## src/rtl/wasde_key_debounce.sv

```systemverilog
// WASDE navigation button front end: per-key 2-flop synchroniser, debounce
// counter and hold/auto-repeat FSM producing level, press, release and repeat.
module wasde_key_debounce #(
   parameter int N_KEYS          = 5,
   parameter int DEBOUNCE_CYCLES = 2_000_000,
   parameter int HOLD_CYCLES     = 50_000_000,
   parameter int REPEAT_CYCLES   = 15_000_000,
   parameter int CNT_W           = 26
) (
   input  logic              clk,
   input  logic              rst,
   input  logic [N_KEYS-1:0] key_raw,
   input  logic [N_KEYS-1:0] repeat_en,
   output logic [N_KEYS-1:0] key_level,
   output logic [N_KEYS-1:0] key_press,
   output logic [N_KEYS-1:0] key_release,
   output logic [N_KEYS-1:0] key_repeat
);

   localparam logic [CNT_W-1:0] DB_LAST   = CNT_W'(DEBOUNCE_CYCLES - 1);
   localparam logic [CNT_W-1:0] HOLD_LAST = CNT_W'(HOLD_CYCLES - 1);
   localparam logic [CNT_W-1:0] REP_LAST  = CNT_W'(REPEAT_CYCLES - 1);

   typedef enum logic [1:0] {
      ST_IDLE   = 2'd0,
      ST_HOLD   = 2'd1,
      ST_REPEAT = 2'd2
   } rep_state_t;

   genvar gi;
   generate
      for (gi = 0; gi < N_KEYS; gi++) begin : g_key
         logic             s1_reg;
         logic             s2_reg;
         logic             level_reg;
         logic             level_next;
         logic             press_reg;
         logic             press_next;
         logic             release_reg;
         logic             release_next;
         logic [CNT_W-1:0] db_cnt_reg;
         logic [CNT_W-1:0] db_cnt_next;
         logic             mismatch;
         logic             db_done;
         logic             rise_evt;
         logic             fall_evt;
         rep_state_t       state_reg;
         rep_state_t       state_next;
         logic [CNT_W-1:0] rp_cnt_reg;
         logic [CNT_W-1:0] rp_cnt_next;
         logic             repeat_reg;
         logic             repeat_next;

         always_ff @(posedge clk or posedge rst) begin
            if (rst) begin
               s1_reg <= 1'b0;
               s2_reg <= 1'b0;
            end else begin
               s1_reg <= key_raw[gi];
               s2_reg <= s1_reg;
            end
         end

         // Any cycle where the synchronised input agrees with the level restarts the count.
         assign mismatch = s2_reg ^ level_reg;
         assign db_done  = mismatch && (db_cnt_reg == DB_LAST);
         assign rise_evt = db_done && s2_reg;
         assign fall_evt = db_done && !s2_reg;

         always_comb begin
            db_cnt_next  = '0;
            level_next   = level_reg;
            press_next   = rise_evt;
            release_next = fall_evt;
            if (mismatch && !db_done) begin
               db_cnt_next = db_cnt_reg + 1'b1;
            end
            if (db_done) begin
               level_next = s2_reg;
            end
         end

         always_ff @(posedge clk or posedge rst) begin
            if (rst) begin
               db_cnt_reg  <= '0;
               level_reg   <= 1'b0;
               press_reg   <= 1'b0;
               release_reg <= 1'b0;
            end else begin
               db_cnt_reg  <= db_cnt_next;
               level_reg   <= level_next;
               press_reg   <= press_next;
               release_reg <= release_next;
            end
         end

         // The FSM acts on the same-cycle debounce events so its pulses line up
         // exactly with the registered press/release outputs.
         always_ff @(posedge clk or posedge rst) begin
            if (rst) begin
               state_reg  <= ST_IDLE;
               rp_cnt_reg <= '0;
               repeat_reg <= 1'b0;
            end else begin
               state_reg  <= state_next;
               rp_cnt_reg <= rp_cnt_next;
               repeat_reg <= repeat_next;
            end
         end

         always_comb begin
            state_next  = state_reg;
            rp_cnt_next = rp_cnt_reg;
            case (state_reg)
               ST_IDLE: begin
                  rp_cnt_next = '0;
                  if (rise_evt) begin
                     state_next = ST_HOLD;
                  end
               end
               ST_HOLD: begin
                  if (rp_cnt_reg == HOLD_LAST) begin
                     // Saturate here until repeat is enabled.
                     if (repeat_en[gi]) begin
                        state_next  = ST_REPEAT;
                        rp_cnt_next = '0;
                     end
                  end else begin
                     rp_cnt_next = rp_cnt_reg + 1'b1;
                  end
               end
               ST_REPEAT: begin
                  if (!repeat_en[gi]) begin
                     state_next  = ST_HOLD;
                     rp_cnt_next = '0;
                  end else if (rp_cnt_reg == REP_LAST) begin
                     rp_cnt_next = '0;
                  end else begin
                     rp_cnt_next = rp_cnt_reg + 1'b1;
                  end
               end
               default: begin
                  state_next  = ST_IDLE;
                  rp_cnt_next = '0;
               end
            endcase
            if (fall_evt) begin
               state_next  = ST_IDLE;
               rp_cnt_next = '0;
            end
         end

         // A release suppresses any repeat falling due in the same cycle.
         always_comb begin
            repeat_next = 1'b0;
            if (!fall_evt) begin
               case (state_reg)
                  ST_HOLD:   repeat_next = repeat_en[gi] && (rp_cnt_reg == HOLD_LAST);
                  ST_REPEAT: repeat_next = repeat_en[gi] && (rp_cnt_reg == REP_LAST);
                  default:   repeat_next = 1'b0;
               endcase
            end
         end

         assign key_level[gi]   = level_reg;
         assign key_press[gi]   = press_reg;
         assign key_release[gi] = release_reg;
         assign key_repeat[gi]  = repeat_reg;
      end
   endgenerate

endmodule

```

## config.mk

```make
export PLATFORM = sky130hd
export DESIGN_NAME = wasde_key_debounce
export DESIGN_NICKNAME = d
export VERILOG_FILES = /design/src/rtl/wasde_key_debounce.sv
export SDC_FILE = /design/constraint.sdc
export NUM_CORES = 1
export LEC_CHECK = 0
export BUFFER_PORTS_ARGS = -buffer_cell sky130_fd_sc_hd__buf_4
export CAP_MARGIN = 15
export CELL_PAD_IN_SITES_DETAIL_PLACEMENT = 0
export CELL_PAD_IN_SITES_GLOBAL_PLACEMENT = 1
export CORE_UTILIZATION = 30
export CTS_BUF_LIST = sky130_fd_sc_hd__clkbuf_8
export CTS_CLUSTER_DIAMETER = 150
export CTS_CLUSTER_SIZE = 8
export DETAILED_ROUTE_END_ITERATION = 6
export PLACE_DENSITY_LB_ADDON = 0.1
export SYNTH_ARGS = -nofsm -noshare
export SYNTH_HDL_FRONTEND = slang
export SYNTH_SLANG_ARGS = --single-unit
```

## constraint.sdc

```tcl
create_clock -name clk -period 13.14 [get_ports clk]
set_clock_uncertainty 0.1 [all_clocks]
set_input_delay 3.285 -clock clk [delete_from_list [all_inputs] [get_ports clk]]
set_output_delay 3.285 -clock clk [all_outputs]
set_load 0.01 [all_outputs]
```

==> results.sh <==
export IMPL_pwr_share_clk_pct=37.5
export IMPL_synthTopCellsByCount="dfrtp_1, nor2_1, xor2_1"
export IMPL_cp_arrival_ns=5.06
export IMPL_rsz0062_at_grt="no"
export IMPL_synth_seq_area_share_pct=46.7
export IMPL_yosysTopAreaCell="dfrtp_1"
export IMPL_hold_path_class="reg2reg"
export IMPL_cts_tree="yes"
export IMPL_grt_max_degree=178
export IMPL_grt_pass1_wl_microns=65500
export IMPL_setup_violations_final=0
export IMPL_fmax_mhz=213
export IMPL_io_buffers=31
export IMPL_violations="DRC"
export IMPL_p_switching_mw=0.497
export IMPL_fin_area_sq_um=17500
export IMPL_hold_violations=0
export IMPL_drv_slew=0
export IMPL_status="finished, violations left"
export IMPL_io_pins=32
export IMPL_critical_path_required_ns=13.50
export IMPL_fin_crit_sh_pct=35.8
export IMPL_initial_core_util_pct=30.4
export IMPL_drt_iter0_drc=642
export IMPL_place_congestion=0.741
export IMPL_synth_edf_count=0
export IMPL_slew_headroom_pct=13.0
export IMPL_regToRegEndpoint="g_key[3].rp_cnt_reg[0]"
export IMPL_synth_most_common_cell="dfrtp_1"
export IMPL_synth_top_area_share_pct=46.7
export IMPL_synth_seq_cells=300
export IMPL_syn_inst=1656
export IMPL_cts_max_level=2
export IMPL_drc=6
export IMPL_drt_pre_antenna_iters=6
export IMPL_synthesis_area_sq_um=16100
export IMPL_tightest_slew_ns=1.31
export IMPL_placed_cells=2304
export IMPL_cts_hold_buf=0
export IMPL_yosysUniqueCellTypes=62
export IMPL_num_rows=84
export IMPL_cts_root_buf="clkbuf_8"
export IMPL_r2r_slack_ns=10.02
export IMPL_cp_start_kind="primary input"
export IMPL_syn_nets=1698
export IMPL_r2r_start="g_key[3].rp_cnt_reg[0]"
export IMPL_placement_cell_area_sq_um=16800
export IMPL_vias_per_cell=5.09
export IMPL_p_leak_nw=6.84
export IMPL_fin_cells=2351
export IMPL_wl_per_cell_microns=16.3
export IMPL_p_comb_share_pct=9.8
export IMPL_r2r_cells=6
export IMPL_critPathMaxFanout=19
export IMPL_synth_main_ff_cell="dfrtp_1"
export IMPL_grt_use_total_pct=14.6
export IMPL_finalCriticalPeriod_ns=4.70
export IMPL_crit_start="repeat_en[2]"
export IMPL_async_reset_ff_share_pct=100
export IMPL_postCtsSetupRepairBufs=0
export IMPL_cts_path_max_buffers=3
export IMPL_peakVddDrop_v=0.0000499
export IMPL_antenna_found_initial=0
export IMPL_p_per_area_nw_per_um2=103
export IMPL_n_antenna_cell=0
export IMPL_switching_share_pct=27.5
export IMPL_clock_sinks=300
export IMPL_seqPwrFrac_pct=52.7
export IMPL_critPathCaptureType="flip-flop"
export IMPL_avgSynthCellArea_sq_um=9.70
export IMPL_coreArea_sq_um=52800
export IMPL_wl_microns=38300
export IMPL_grt_ovfl_total=0
export IMPL_drive_gt1_share_pct=6.86
export IMPL_cts_buffers=43
export IMPL_timing_worst_setup_path_type="in2reg"
export IMPL_nets=1704
export IMPL_die_area_sq_um=54500
export IMPL_antenna_left=0
export IMPL_setup_tns_ns=0
export IMPL_die_w_microns=233
export IMPL_crit_end="g_key[2].rp_cnt_reg[7]"
export IMPL_die_h_microns=233
export IMPL_synth_warnings=0
export IMPL_cts_resized=0
export IMPL_grt_pass1_vias=12300
export IMPL_vias=12000
export IMPL_post_dp_hpwl_microns=24000
export IMPL_clk_latency_ns=0.60
export IMPL_synth_top_cells_by_area="dfrtp_1, xor2_1, xnor2_1"
export IMPL_syn_to_final_growth_pct=8.91
export IMPL_p_int_mw=1.31
export IMPL_maxCapViolations=0
export IMPL_clk_pin_slew_ns=0.07
cell usage in the layout, fill, tap and decap left out, drive strengths merged, types with 7 or more instances in the layout:
master and n:
and3 44, nor3 67, clkbuf 46, ha 30, inv 50, and4 41, or3 16, a31oi 11
a211oi 58, nand2b 15, xnor2 107, xor2 123, nor2 183, nand2 113, nor3b 7, nand3 94
nor4b 16, and2 14, nand4b 10, nand4 88, buf 36, nor4 44, or4 12, o21ai 48
a21oi 22, dfrtp 300
cell type report:
| type | count | area (sq um) |
|---|---|---|
| clock inverter | 1 | 30.0 |
| multi-input combinational | 1230 | 8000 |
| timing repair buffer | 37 | 288 |
| tap | 688 | 861 |
| inverter | 50 | 195 |
| sequential | 300 | 7510 |
| fill | 5420 | 35300 |
| clock buffer | 45 | 619 |
cell families after synthesis:
| family | count (synthesis) | synth area share (%) |
|---|---|---|
| flops | 300 | 46.7 |
| mux | 10 | 0.662 |
| compound gates | 174 | 7.41 |
| fa+ha+maj | 30 | 2.34 |
| buf+inv | 126 | 3.57 |
| simple gates | 786 | 26.8 |
| xor+xnor | 230 | 12.5 |
worst min path at each step:
stage	start	end	slack, ns	depth (start not counted)
floorplan	g_key[0].s1_reg	g_key[0].s2_reg	0.23	0
CTS	g_key[0].s1_reg	g_key[0].s2_reg	0.25	0
detailed placement	g_key[1].s1_reg	g_key[1].s2_reg	0.24	0
global placement	g_key[2].s1_reg	g_key[2].s2_reg	0.23	0
global route	g_key[0].s1_reg	g_key[0].s2_reg	0.26	0
finish	g_key[0].s1_reg	g_key[0].s2_reg	0.25	0
metal layers:
metal	wire, microns	share of wire [%]	vias to the layer above	GRT usage [%]
li1	-	-	5914	-
met1	19300	50	5893	20.6
met2	17000	44	112	22.7
met3	1030	2.7	57	2.19
met4	969	2.5	0	5.28
met5	0	0	-	0
worst max-delay path, stage by stage:
cell and delay (ns):
buf_4 0.13, nor2_1 0.26, nand4_1 0.84, o21ai_0 0.45
a21oi_1 0.10
power groups by stage:
stage	sequential (mW)	combinational (mW)	clock, mW
6_report	0.952	0.177	0.677
5_1_grt	0.953	0.202	0.755
4_1_cts	0.952	0.182	0.732
3_5_place_dp	0.969	0.181	0
3_3_place_gp	0.969	0.182	0
2_1_floorplan	0.966	0.135	0
through the flow:
stage	hold slack (ns)	util, %	power (mW)	setup WS (ns)
after floorplan	0.231	-	1.10	1.47
after global placement	0.232	31.9	1.15	7.83
after detailed placement	0.236	31.9	1.15	7.86
after CTS	0.250	33.2	1.87	8.44
after global routing	0.261	33.2	1.91	8.30
final	0.247	33.2	1.81	8.44
No activity file was read; power rests on OpenSTA's default activity.
